<file path="config.mk">
export PLATFORM = sky130hd
export DESIGN_NAME = s2p_rx
export DESIGN_NICKNAME = d
export VERILOG_FILES = /design/src/rtl/s2p_pkg.sv /design/src/rtl/s2p_rx.sv
export SDC_FILE = /design/constraint.sdc
export NUM_CORES = 1
export LEC_CHECK = 0
export BUFFER_PORTS_ARGS = -buffer_cell sky130_fd_sc_hd__buf_4
export CORE_MARGIN = 5
export CORE_UTILIZATION = 33
export CTS_BUF_LIST = sky130_fd_sc_hd__clkbuf_8
export DETAILED_ROUTE_END_ITERATION = 10
export GPL_ROUTABILITY_DRIVEN = 0
export GPL_TIMING_DRIVEN = 1
export SYNTH_ARGS = -nofsm -noshare
export SYNTH_HDL_FRONTEND = slang
export SYNTH_SLANG_ARGS = --single-unit
</file>
<file path="constraint.sdc">
create_clock -name clk -period 3.4 [get_ports clk]
set_clock_uncertainty 0.15 [all_clocks]
set_input_delay 0.51 -clock clk [delete_from_list [all_inputs] [get_ports clk]]
set_output_delay 0.51 -clock clk [all_outputs]
set_load 0.02 [all_outputs]
</file>
<file path="src/rtl/s2p_pkg.sv">
// Shared types and constants for the serial-to-parallel frame receiver.
// The frame layout matches the P2S transmitter: MSB first, 2-bit sync header on top.
package s2p_pkg;

    localparam int         WIDTH_DEF = 16;
    localparam logic [1:0] HDR       = 2'b11;
    localparam int         LOCK_CNT  = 2;
    localparam int         CNT_W     = 4;
    localparam int         GOOD_W    = 2;

    typedef enum logic [1:0] {
        HUNT = 2'd0,
        HDR1 = 2'd1,
        DATA = 2'd2
    } state_t;

    // Header bit expected at frame position 0 (MSB of header) or 1.
    function automatic logic hdr_bit(input logic [CNT_W-1:0] cnt);
        hdr_bit = (cnt == {CNT_W{1'b0}}) ? HDR[1] : HDR[0];
    endfunction

endpackage

</file>
<file path="src/rtl/s2p_rx.sv">
// Serial-to-parallel frame receiver: hunts for the sync header, assembles frames
// MSB first and tracks frame alignment lock.
module s2p_rx
    import s2p_pkg::*;
#(
    parameter int WIDTH = WIDTH_DEF
) (
    input  logic             clk,
    input  logic             rst_n,
    input  logic             din,
    input  logic             din_valid,
    output logic [WIDTH-1:0] dout,
    output logic             dout_valid,
    output logic             sync_locked,
    output logic             frame_err
);

    state_t             state_r, state_s;
    logic [CNT_W-1:0]   cnt_r, cnt_s;
    logic [WIDTH-1:0]   shift_r, shift_s;
    logic [GOOD_W-1:0]  good_r, good_s;
    logic               done_s, mismatch_s;
    logic [WIDTH-1:0]   dout_r;
    logic               dout_valid_r, sync_locked_r, frame_err_r;

    localparam logic [CNT_W-1:0]  CNT_LAST = CNT_W'(WIDTH - 1);
    localparam logic [GOOD_W-1:0] GOOD_MAX = GOOD_W'(LOCK_CNT);

    // State, bit counter, shift register and good-frame count.
    always_ff @(posedge clk or negedge rst_n) begin
        if (!rst_n) begin
            state_r <= HUNT;
            cnt_r   <= {CNT_W{1'b0}};
            shift_r <= {WIDTH{1'b0}};
            good_r  <= {GOOD_W{1'b0}};
        end else begin
            state_r <= state_s;
            cnt_r   <= cnt_s;
            shift_r <= shift_s;
            good_r  <= good_s;
        end
    end

    // Next-state logic; an invalid cycle is a pure stall.
    always_comb begin
        state_s = state_r;
        cnt_s   = cnt_r;
        shift_s = shift_r;
        good_s  = good_r;
        if (din_valid) begin
            case (state_r)
                HUNT: begin
                    if (din) begin
                        state_s = HDR1;
                    end else begin
                        state_s = HUNT;
                    end
                end
                HDR1: begin
                    if (din) begin
                        state_s = DATA;
                        shift_s = {{(WIDTH-2){1'b0}}, HDR};
                        cnt_s   = 4'd2;
                    end else begin
                        state_s = HUNT;
                    end
                end
                DATA: begin
                    if (mismatch_s) begin
                        state_s = HUNT;
                        cnt_s   = {CNT_W{1'b0}};
                        good_s  = {GOOD_W{1'b0}};
                    end else begin
                        shift_s = {shift_r[WIDTH-2:0], din};
                        if (done_s) begin
                            cnt_s  = {CNT_W{1'b0}};
                            good_s = (good_r == GOOD_MAX) ? good_r : good_r + 2'd1;
                        end else begin
                            cnt_s  = cnt_r + 4'd1;
                        end
                    end
                end
                default: begin
                    state_s = HUNT;
                    cnt_s   = {CNT_W{1'b0}};
                end
            endcase
        end else begin
            state_s = state_r;
        end
    end

    // Per-bit decode: frame completion and header check at positions 0 and 1.
    always_comb begin
        done_s     = 1'b0;
        mismatch_s = 1'b0;
        if (din_valid && (state_r == DATA)) begin
            done_s     = (cnt_r == CNT_LAST);
            mismatch_s = (cnt_r <= 4'd1) && (din != hdr_bit(cnt_r));
        end else begin
            done_s     = 1'b0;
            mismatch_s = 1'b0;
        end
    end

    // Registered outputs; lock follows the good-frame count one cycle later.
    always_ff @(posedge clk or negedge rst_n) begin
        if (!rst_n) begin
            dout_r        <= {WIDTH{1'b0}};
            dout_valid_r  <= 1'b0;
            sync_locked_r <= 1'b0;
            frame_err_r   <= 1'b0;
        end else begin
            dout_valid_r  <= done_s;
            frame_err_r   <= mismatch_s & sync_locked_r;
            sync_locked_r <= mismatch_s ? 1'b0 : (good_r == GOOD_MAX);
            if (done_s) begin
                dout_r <= {shift_r[WIDTH-2:0], din};
            end
        end
    end

    assign dout        = dout_r;
    assign dout_valid  = dout_valid_r;
    assign sync_locked = sync_locked_r;
    assign frame_err   = frame_err_r;

endmodule

</file>
# Word level (Yosys, flattened, before mapping)
# Cells that the tools add are included.
# totals
register_bits	42
input_bits	4
output_inout_bits	19
# classes
n_bitwise	3
eq_ne	8
n_reduce_logical	9
order_cmp	1
n_mux	17
n_addsub	2
# op_table
op	count
15-bit two-way mux	2
15-bit one-hot mux with 2 select lines	1
4-bit two-way mux	3
4-bit one-hot mux with 3 select lines	1
2-bit two-way mux	5
2-bit != test, second input constant	4
4-bit AND reduction	2
2-bit one-hot mux with 3 select lines	1
4-bit by 1-bit adder with 4-bit output, second input constant	1
2-bit == test, second input constant	2
4-bit == test, second input constant	1
4-bit by 1-bit <= comparator with 1-bit output, second input constant	1
1-bit two-way mux	4
2-bit nonzero test	2
3-bit AND reduction	1
2-bit by 1-bit adder with 2-bit output, second input constant	1
2-bit by 1-bit == test with 1-bit output, second input constant	1
1-bit logical AND	2
2-bit zero test	1
1-bit inverter	2
2-bit AND reduction	1
1-bit AND	1

# Logic depth before layout (Yosys ltp)
# logic_depth
word_depth	6
mapped_depth	8

# Worst setup path before layout
# No wires, ideal clock.
# synth_path
kind	flip-flop to flip-flop
from	register cnt_r[0]
to	register dout_r[10], in the netlist dout[10]
n_path_buf	1
slack_ns	1.660
required_ns	3.125
path_stages_with_launch	6
setup_time_ns	0.125
arrival_time_ns	1.465
period_less_slack_ns	1.740
cell_sequence	dfrtp_1 ha_1 and4_1 nand2_1 buf_2 mux2_2
# synth_between
elab_chain_len	2
# synth_lines
element	line_no	source
start, declared	s2p_rx.sv:19	logic [CNT_W-1:0] cnt_r, cnt_s;
start signal, assigned	s2p_rx.sv:33	cnt_r <= {CNT_W{1'b0}};
start signal, assigned	s2p_rx.sv:38	cnt_r <= cnt_s;
4-bit == test	s2p_rx.sv:98	done_s = (cnt_r == CNT_LAST);
1-bit two-way mux	s2p_rx.sv:97	if (din_valid && (state_r == DATA)) begin
end signal, assigned	s2p_rx.sv:109	dout_r <= {WIDTH{1'b0}};
end signal, assigned	s2p_rx.sv:118	dout_r <= {shift_r[WIDTH-2:0], din};
end, declared	s2p_rx.sv:23	logic [WIDTH-1:0] dout_r;
# Every way passes these cells.
# A chain may end at the register's enable or synchronous reset.

# Worst setup path in the final report
# layout_path
from	register cnt_r[0]
to	register good_r[1]
# layout_between
elab_chain_len	5
# layout_lines
element	line_no	source
4-bit by 1-bit <= comparator with 1-bit output	s2p_rx.sv:99	mismatch_s = (cnt_r <= 4'd1) && (din != hdr_bit(cnt_r));
1-bit logical AND	s2p_rx.sv:99	
1-bit two-way mux	s2p_rx.sv:97	
2-bit != test (no line) or 2-bit nonzero test (tied branches)	-	
4-bit AND reduction (no line)	-	
end signal, assigned	s2p_rx.sv:35	good_r <= {GOOD_W{1'b0}};
end signal, assigned	s2p_rx.sv:40	good_r <= good_s;
end, declared	s2p_rx.sv:21	logic [GOOD_W-1:0] good_r, good_s;
# Several ways; a longest one is shown, not always the timed one.

==> impl_results.md <==
- Status: completed
- Fill count: 566
- Avg Inst Size Synth: 11.0 um^2
- # setup viols final: 0
- Initial Util: 33.5%
- Sw Share: 28.5%
- Static Leakage: 1.05 nW
- Power density cells: 507 nW/um^2
- Post-CTS Hold Fix Bufs: 0
- DR vias: 1,212
- Max Used Layer: met4
- CTS tree: yes
- CP top delay family: simple AND/OR/NAND/NOR gates
- Critical Path Start Type: register
- CTS Sinks: 42
- Crit share post-route: 64.9%
- Final wirelength: 3.15 mm
- CP Capture Type: register
- RSZ-0062 raised after global routing: false
- WL met1: 1.53 mm
- HPWL after DPL: 2.18 mm
- Post-DRT Antenna Nets: 0
- DP Worst Slack: 1120 ps
- Syn-to-layout area delta: 17.7%
- Vias in the first global route: 1,218
- Ant. Diodes: 0
- Global Route Usage Sum: 9.88%
- Worst Path Arrival: 2200 ps
- Crit-path max cell delay: 450 ps
- Sequential power share: 52.8%
- Clk buf depth: 2
- Io pins: 23
- Worst setup path class: reg2reg
- Vias/cell: 4.59
- Crit-path max FO: 20
- Slew Viols, Final: 0
- Max_cap viols: 0
- Die area: 7150 um^2
- Worst Path Required: 3390 ps
- Global-route wire length before repair: 5.72 mm
- Setup TNS: 0 ps
- Initial antenna violation count: 0
- Num CTS Buffers: 5
- Flop and latch count out of synthesis: 42
- Post-CTS Setup Bufs: 0
- Initial DRC Count: 77
- Internal power: 0.000782 W
- Chip Width: 84.6 um
- Wire length on met3: 134 um
- H-tree lvl count: 2
- Routed met2 length: 1.40 mm
- Clock share of power: 30.1%
- CP max stage cell: dfrtp_1
- Worst-margin pin slew: 750 ps
- Hold Path Class: in2async
- Crit path buf inv count: 0
- DRT Pass-1 Iters: 4
- Worst-case headroom to the max-slew limit: 49.8%
- Fin. Hold Viols: 0
- Combinational Power Share: 17.2%
- Largest net degree at the start of global routing: 43
- I/O Buffers: 22
- Synth warn: 0
- Grt ovf: 0
- Net Switching: 0.000312 W
- Final setup margin: 1190 ps
- Post-Syn Instances: 167
- Post_cts resized: 0
- Clk_lat worst skew: 290 ps
- Core Area: 5470 um^2
- Layout cell share with drive strength beyond 1: 26.6%
- Sequential share of the synthesized area: 57.3%
- Peak VDD IR: 166 uV
- Synthesized area: 1840 um^2
- DR WL/cell: 11.9 um
- Fin crit period: 2210 ps
- Die height: 84.6 um
- Clk pin slew, worst setup/hold paths: 80 ps
- CP Cell Sequence: ha_1 -> and4_1 -> nand2_1 -> o21ai_0 -> o32ai_1
- Final #Nets: 202
- Post-synthesis cell type count: 30
- Drc violations: 0
- Rows: 27
- Clk root buf: clkbuf_8
- Syn nets: 178
- Fmax: 453 MHz
==> kinds of logic (layout without fill, tap and decap cells) <==
logic type | Yosys count | count (layout) | synth area share, %
AO/OA/AOI/OAI | 30 | 30 | 9.88
adder cells (fa/ha/maj) | 7 | 7 | 4.77
buffers and inverters | 17 | 42 | 4.29
flip-flops | 42 | 42 | 57.3
multiplexers | 17 | 17 | 10.4
AND/OR/NAND/NOR | 54 | 54 | 13.4
==> cells in the final DEF (no fill, tap or decap), drive strengths merged <==
| cell | synthesis | routed |
|---|---|---|
| dfrtp | 42 | 42 |
| nand2 | 33 | 33 |
| buf | 6 | 24 |
| o21ai | 20 | 20 |
| mux2 | 17 | 17 |
| inv | 10 | 10 |
| ha | 7 | 7 |
| nor2 | 6 | 6 |
| clkbuf | 1 | 6 |
| nand3 | 3 | 3 |
| or3 | 2 | 2 |
| a32o | 2 | 2 |
| a21oi | 2 | 2 |
| nand2b | 2 | 2 |
| o211ai | 2 | 2 |
| and4 | 1 | 1 |
| nor4b | 1 | 1 |
| or2 | 1 | 1 |
| and2 | 1 | 1 |
| nor2b | 1 | 1 |
| a22o | 1 | 1 |
| nand3b | 1 | 1 |
| and3b | 1 | 1 |
| nand4 | 1 | 1 |
| o22ai | 1 | 1 |
| o32ai | 1 | 1 |
| o31ai | 1 | 1 |
| clkinvlp | 0 | 1 |
| clkinv | 0 | 1 |
==> registers in the layout, summed over array words and instances, names as in the netlist <==
signal,count
dout,16
good_r,2
state_r,2
frame_err,1
shift_r,15
sync_locked,1
dout_valid,1
cnt_r,4
==> synth_stat cells <==
cell type / number / area share (%)
nand2b_1: 2 / 0.68
o22ai_1: 1 / 0.34
and3b_1: 1 / 0.48
clkbuf_1: 1 / 0.20
o31ai_1: 1 / 0.41
buf_2: 3 / 0.82
or3_1: 2 / 0.68
o21ai_1: 2 / 0.55
nor4b_1: 1 / 0.48
o32ai_1: 1 / 0.48
nor2b_1: 1 / 0.34
nand3b_1: 1 / 0.41
mux2_2: 17 / 10
and2_1: 1 / 0.34
o211ai_2: 1 / 0.68
ha_1: 7 / 4.8
o211ai_1: 1 / 0.41
nand4_1: 1 / 0.34
o21ai_0: 18 / 4.9
buf_4: 3 / 1.2
or2_2: 1 / 0.34
and4_1: 1 / 0.48
nor2_1: 6 / 1.2
nand2_1: 33 / 6.7
nand3_1: 3 / 0.82
a22o_1: 1 / 0.48
inv_1: 10 / 2.0
a21oi_1: 2 / 0.55
dfrtp_1: 42 / 57
a32o_1: 2 / 1.1
==> stage by stage <==
step	instances	hold WS (ps)	util, %	cell area, um^2	total power (W)
after floorplan	167	64.4	-	1840	0.000719
after global placement	256	318	37.7	2060	0.000772
after detailed placement	256	322	37.7	2060	0.000776
after CTS	264	65.4	39.5	2160	0.00111
after global routing	264	81.4	39.5	2160	0.00117
final	264	34.6	39.5	2160	0.00109
==> layer usage <==
layer	vias to the layer above	track usage [%]
met2	21	14.8
met1	573	13.0
li1	611	-
met4	0	5.61
met3	7	2.45
met5	-	0
==> worst register-to-register path: cells and delay by family, from the launching register on <==
kind / cells / cell delay, ps
simple gates: 2 / 670
flops: 1 / 450
fa+ha+maj: 1 / 230
compound gates: 2 / 550
==> area by class of cell <==
type	count	area (um^2)	area share, %
flip-flops and latches	42	1050	48.7
multi-input cells	108	706	32.7
repair buffers	24	180	8.34
well taps	72	90.1	4.17
clock buffers	6	82.6	3.82
inverters	10	37.5	1.74
clock inverters	2	12.5	0.579
==> worst paths after layout <==
path | startpoint | endpoint | slack (ps) | cells after the start
worst max-delay path | cnt_r[0] | good_r[1] | 1190 | 5
worst min-delay path | rst_n | cnt_r[1] | 30 | 1
worst max register to register | cnt_r[0] | good_r[1] | 1190 | 5
worst min register to register | shift_r[14] | shift_r[14] | 330 | 2
max in group asynchronous | rst_n | good_r[1] | 2690 | 1
min in group clk | shift_r[14] | shift_r[14] | 330 | 2
==> power by group through the flow <==
stage	sequential [W]	clock, W	combinational [W]
after floorplan	0.000586	0	0.000132
after global placement	0.000585	0	0.000187
after detailed placement	0.000587	0	0.000189
after CTS	0.000578	0.000344	0.000192
after global routing	0.000584	0.000367	0.000217
final	0.000578	0.000329	0.000188
Note: power is estimated with default switching activity, not from simulation.
